==> config.mk <==
export PLATFORM = sky130hd
export DESIGN_NAME = snake_dir_ctrl
export DESIGN_NICKNAME = d
export VERILOG_FILES = /design/src/rtl/snake_dir_ctrl.sv
export SDC_FILE = /design/constraint.sdc
export NUM_CORES = 1
export LEC_CHECK = 0
export CAP_MARGIN = 20
export CORE_MARGIN = 4
export CORE_UTILIZATION = 42
export CTS_BUF_LIST = sky130_fd_sc_hd__clkbuf_8
export DETAILED_ROUTE_END_ITERATION = 8
export PLACE_DENSITY = 0.88
export SLEW_MARGIN = 20
export SYNTH_ARGS = -nofsm -noshare
export SYNTH_HDL_FRONTEND = slang
export SYNTH_SLANG_ARGS = --single-unit
==> constraint.sdc <==
create_clock -name game_clk -period 3.52 [get_ports game_clk]
set_input_delay 0.352 -clock game_clk [delete_from_list [all_inputs] [get_ports game_clk]]
set_output_delay 0.352 -clock game_clk [all_outputs]
set_load 0.03 [all_outputs]
==> src/rtl/snake_dir_ctrl.sv <==
// Direction controller between the IR key decoder and the snake game core.
// Queues legal turns from NEC key codes and applies one turn per game step.
module snake_dir_ctrl #(
    parameter logic [31:0] UP    = 32'h20DF6A95,
    parameter logic [31:0] DOWN  = 32'h20DFEA15,
    parameter logic [31:0] LEFT  = 32'h20DF1AE5,
    parameter logic [31:0] RIGHT = 32'h20DF9A65,
    parameter int unsigned DEPTH = 2
) (
    input  logic                       game_clk,
    input  logic                       reset_n,
    input  logic [31:0]                ir_code,
    input  logic                       ir_valid,
    input  logic                       step,
    input  logic                       halt,
    output logic [31:0]                direction,
    output logic [1:0]                 dir_idx,
    output logic                       dir_changed,
    output logic                       reject,
    output logic                       overflow,
    output logic [$clog2(DEPTH+1)-1:0] q_count
);

    localparam int unsigned CntW = $clog2(DEPTH + 1);
    localparam int unsigned PtrW = (DEPTH > 1) ? $clog2(DEPTH) : 1;
    localparam logic [CntW-1:0] FullCnt = CntW'(DEPTH);
    localparam logic [PtrW-1:0] LastPtr = PtrW'(DEPTH - 1);

    typedef enum logic [0:0] {StIdle, StRun} state_e;

    state_e            state_q, state_d;
    logic [31:0]       direction_q, direction_d;
    logic [1:0]        dir_idx_q, dir_idx_d;
    logic              changed_q, changed_d;
    logic              reject_q, reject_d;
    logic              overflow_q, overflow_d;
    logic [CntW-1:0]   count_q, count_d;
    logic [PtrW-1:0]   rd_ptr_q, rd_ptr_d;
    logic [PtrW-1:0]   wr_ptr_q, wr_ptr_d;
    logic [1:0]        queue_q [DEPTH];

    logic              code_hit;
    logic [1:0]        code_idx;
    logic              cmd_valid;
    logic [PtrW-1:0]   tail_ptr;
    logic [1:0]        ref_idx;
    logic              has_ref;
    logic              legal;
    logic              q_empty;
    logic              q_full;
    logic              pop;
    logic              push;

    function automatic logic [PtrW-1:0] next_ptr(input logic [PtrW-1:0] p);
        return (p == LastPtr) ? '0 : p + PtrW'(1);
    endfunction

    function automatic logic [31:0] idx_to_code(input logic [1:0] idx);
        logic [31:0] code;
        unique case (idx)
            2'd0: code = UP;
            2'd1: code = DOWN;
            2'd2: code = LEFT;
            2'd3: code = RIGHT;
        endcase
        return code;
    endfunction

    // Priority chain rather than a parallel case: parameters may be overridden to equal values.
    always_comb begin
        code_hit = 1'b1;
        code_idx = 2'd0;
        if (ir_code == UP) begin
            code_idx = 2'd0;
        end else if (ir_code == DOWN) begin
            code_idx = 2'd1;
        end else if (ir_code == LEFT) begin
            code_idx = 2'd2;
        end else if (ir_code == RIGHT) begin
            code_idx = 2'd3;
        end else begin
            code_hit = 1'b0;
        end
    end

    assign cmd_valid = ir_valid && code_hit;
    assign q_empty   = (count_q == '0);
    assign q_full    = (count_q == FullCnt);
    assign tail_ptr  = (wr_ptr_q == '0) ? LastPtr : wr_ptr_q - PtrW'(1);

    // Reference is the last queued turn, else the live heading; none while stationary.
    assign has_ref = !q_empty || (state_q == StRun);
    assign ref_idx = q_empty ? dir_idx_q : queue_q[tail_ptr];

    // Opposites differ only in bit 0, so equal bit 1 means same-or-opposite.
    assign legal = !has_ref || (code_idx[1] != ref_idx[1]);

    assign pop  = !halt && step && !q_empty;
    assign push = !halt && cmd_valid && legal && (!q_full || pop);

    always_comb begin
        state_d     = state_q;
        direction_d = direction_q;
        dir_idx_d   = dir_idx_q;
        changed_d   = 1'b0;
        reject_d    = 1'b0;
        overflow_d  = 1'b0;
        count_d     = count_q;
        rd_ptr_d    = rd_ptr_q;
        wr_ptr_d    = wr_ptr_q;

        if (halt) begin
            state_d     = StIdle;
            direction_d = '0;
            dir_idx_d   = 2'd0;
            changed_d   = (state_q == StRun);
            count_d     = '0;
            rd_ptr_d    = '0;
            wr_ptr_d    = '0;
        end else begin
            if (pop) begin
                state_d     = StRun;
                dir_idx_d   = queue_q[rd_ptr_q];
                direction_d = idx_to_code(queue_q[rd_ptr_q]);
                changed_d   = 1'b1;
                rd_ptr_d    = next_ptr(rd_ptr_q);
            end
            if (push) begin
                wr_ptr_d = next_ptr(wr_ptr_q);
            end
            reject_d   = cmd_valid && !legal;
            overflow_d = cmd_valid && legal && q_full && !pop;

            if (push && !pop) begin
                count_d = count_q + CntW'(1);
            end else if (pop && !push) begin
                count_d = count_q - CntW'(1);
            end
        end
    end

    always_ff @(posedge game_clk) begin
        if (!reset_n) begin
            state_q     <= StIdle;
            direction_q <= '0;
            dir_idx_q   <= 2'd0;
            changed_q   <= 1'b0;
            reject_q    <= 1'b0;
            overflow_q  <= 1'b0;
            count_q     <= '0;
            rd_ptr_q    <= '0;
            wr_ptr_q    <= '0;
            for (int i = 0; i < int'(DEPTH); i++) begin
                queue_q[i] <= 2'd0;
            end
        end else begin
            state_q     <= state_d;
            direction_q <= direction_d;
            dir_idx_q   <= dir_idx_d;
            changed_q   <= changed_d;
            reject_q    <= reject_d;
            overflow_q  <= overflow_d;
            count_q     <= count_d;
            rd_ptr_q    <= rd_ptr_d;
            wr_ptr_q    <= wr_ptr_d;
            if (push) begin
                queue_q[wr_ptr_q] <= code_idx;
            end
        end
    end

    assign direction   = direction_q;
    assign dir_idx     = dir_idx_q;
    assign dir_changed = changed_q;
    assign reject      = reject_q;
    assign overflow    = overflow_q;
    assign q_count     = count_q;

endmodule

==> summary.md <==
| Metric | Value |
|---|---|
| Total inserted antenna cells | `0` |
| Number of global-route vias before repair | `~1000` |
| Asr flop ratio synth | `0%` |
| Design Area, Final | `1812 um^2` |
| Post-layout util | `between 60% and 70%` |
| Worst hold slack | `between 0.4 and 0.5 ns` |
| Setup TNS | `0 ns` |
| # IOs | `76` |
| Worst skew pair latency | `about 0.25 ns` |
| Dpl hpwl | `roughly 2.3 mm` |
| Cell Pwr Density | `roughly 240 nW/um^2` |
| Max FO, Critical Path | `3` |
| Max Clk Rate | `386.4 MHz` |
| 1st-iter DRT viols | `34` |
| Worst Tran Pin Value | `around 0.76 ns` |
| Setup Crit Path Kind | `in2reg` |
| Layout Skew | `between 0.002 and 0.003 ns` |
| Drt drc | `0` |
| Clk sink count | `18` |
| CP Capture Type | `flip-flop` |
| Pleak | `0.6505 nW` |
| Routed wire length | `2.638 mm` |
| Synth unique cells | `42` |
| Share of the synthesized area in the top cell type | `a little over a fifth` |
| Post-route setup slack | `between 0.9 and 1 ns` |
| Final Setup Violations | `0` |
| Netlist Area Pre-Place | `between 1000 and 1500 um^2` |
| Mapped Avg Cell Area | `9.735 um^2` |
| Startpoint types | `primary input` |
| Tcrit/Tclk final | `approximately 74%` |
| First-pass detailed-route iteration total | `4` |
| Routability cong. | `around 0.74` |
| Crit path buffers/inverters | `1` |
| Clock-pin slew on the worst setup and hold paths | `0.06 ns` |
| DP Worst Slack | `roughly 0.68 ns` |
| Die Span Y | `63.31 um` |
| Vias/cell | `5.095` |
| Largest cells by area after synthesis | `dfxtp_1 22%, buf_4 18%, edfxtp_1 9.3%, nor2_1 3.5%, nand2_1 3.2%` |
| Root buffer cell | `clkbuf_8` |
| Cells on worst reg2reg path | `6` |
| CTS HTree Levels | `1` |
| Worst Hold Depth | `2` |
| Total gr overflow | `0` |
| Pin count of the biggest net entering global routing | `16` |
| EDFF count, synth | `4` |
| Placeable Area | `roughly 2800 um^2` |
| Synthesis-stage register bit count | `18` |
| Die X | `between 60 and 70 um` |
| GRT Util Overall | `approximately 13%` |
| Final hold violation count | `0` |
| Fin crit period | `~2.6 ns` |
| Yosys top cell by area | `dfxtp_1` |
| CTS buffer count | `3` |
| Max-cap violations | `0` |
| Area growth syn-to-layout | `40.99%` |
| DRT antenna net count | `0` |
| DR vias | `1070` |
| Status | `completed` |
| Slew margin rel. | `around half` |
| Top post-synthesis cells by count | `30 x buf_4, 14 x dfxtp_1, 12 x nor2_1` |
| Worst path cell trace | `clkdlybuf4s50_1, or4b_4, o2bb2ai_4, nor4b_4, o21a_1, ha_1, or3_1, a21oi_1` |
| Top-count cell post-synth | `buf_4` |
| CTS tree | `built` |
| CP required | `roughly 3.7 ns` |
| Worst r2r src | `q_count[0]` |
| First-pass GRT wire length | `roughly 4.2 mm` |
| Post-DP Area | `between 1500 and 2000 um^2` |
| Initial antenna violation count | `0` |
| RSZ-0062 raised after global routing | `false` |
| Worst Hold Class | `reg2reg` |
| Slowest CP cell | `or4b_4` |
| Peak supply drop | `between 100 and 150 uV` |
| PortBufs | `63` |
| Final Max Slew Viols | `0` |
| Sequential-to-total area share from yosys stat | `31.16%` |
| Row count | `19` |
| Crit path largest cell delay | `0.56 ns` |
| Worst path depth | `8` |
| Die ar. | `around 4000 um^2` |
| Crit-path leading delay family | `simple AND/OR/NAND/NOR gates` |
| # Post-CTS Setup Buffers | `0` |
| Nets | `218` |
| Post-CTS sizing | `0` |
| Cells after Synth | `132` |
| Worst Hold Launch | `direction[7]` |
| WP data arrival | `between 2 and 3 ns` |
| Clock Path Buffers | `2` |
| Hold buffers post-CTS | `0` |
| Crit path from | `ir_code[5]` |
| Top FF cell, synth | `dfxtp_1` |
| Share of cells above drive strength 1 | `12.29%` |
| Wire per inst | `about 13 um` |
| Initial Utilization | `45.42%` |
| Ys Warns | `0` |
[flip-flops by register name, summed over array words and instances (netlist names), named ones only]
| name | flops |
|---|---|
| rd_ptr_q | 1 |
| queue_q | 4 |
| dir_changed | 1 |
| dir_idx | 2 |
| wr_ptr_q | 1 |
| reject | 1 |
| direction | 4 |
| overflow | 1 |
| q_count | 2 |
[worst paths after layout]
check,endpoint,slack (ns)
max,q_count[1],0.93
min,direction[7],0.46
max reg2reg,q_count[1],1.17
min reg2reg,direction[7],0.46
[placed cells by master, fill, tap and decap left out, drive strengths merged, types with 2 or more instances in the layout]
cell type / instances
nor3: 4
nand2: 11
nor4bb: 2
mux2i: 4
o21ai: 3
dfxtp: 14
a21oi: 5
clkbuf: 3
edfxtp: 4
conb: 12
o21a: 3
nand4: 3
nor3b: 2
nor2: 12
o211ai: 2
xor2: 6
clkdlybuf4s50: 63
inv: 4
nor4b: 3
nand3: 2
[metrics by stage]
step	std cells	power, mW
6_report	210	0.4357
5_1_grt	210	0.4540
4_1_cts	210	0.4403
3_5_place_dp	206	0.2978
3_3_place_gp	206	0.2960
2_1_floorplan	143	0.2618
[per-layer routing]
metal / vias to the layer above / GRT usage, % / part of all wire, %
li1: 513 / - / -
met1: 480 / 13.55 / 38
met2: 72 / 23.06 / 45
met3: 5 / 4.618 / 14
met4: 0 / 5.660 / 2.0
met5: - / 0 / 0
[power by group]
group,switching [mW],leakage (nW),internal [mW]
registers,0.000929,0.151,0.213
clock network,0.0649,0.0231,0.0775
logic,0.0360,0.477,0.0432
total,0.102,0.651,0.334
[logic make-up after synthesis]
family	count (synthesis)	synth area share, %
AO/OA/AOI/OAI	17	11.39
XOR/XNOR	6	6.135
adder cells (fa/ha/maj)	1	0.9736
buffers and inverters	35	18.99
flip-flops	18	31.16
multiplexers	5	4.966
other	1	0.2918
AND/OR/NAND/NOR	49	26.10
[worst register-to-register path: stages, from the launching register on]
cell and delay [ns]:
dfxtp_1 0.47, o21ai_0 0.22, nor2_1 0.47, inv_1 0.20, ha_1 0.37, or3_1 0.37
a21oi_1 0.16
[cell type report]
class,instances,area (um^2)
clock inverters,1,3.754
clock buffers,3,41.29
flip-flops and latches,18,400.4
repair buffers,63,630.6
multi-input cells,90,681.9
well taps,31,38.79
inverters,4,15.01
fillers,240,1017
No activity file was read; power rests on OpenSTA's default activity.
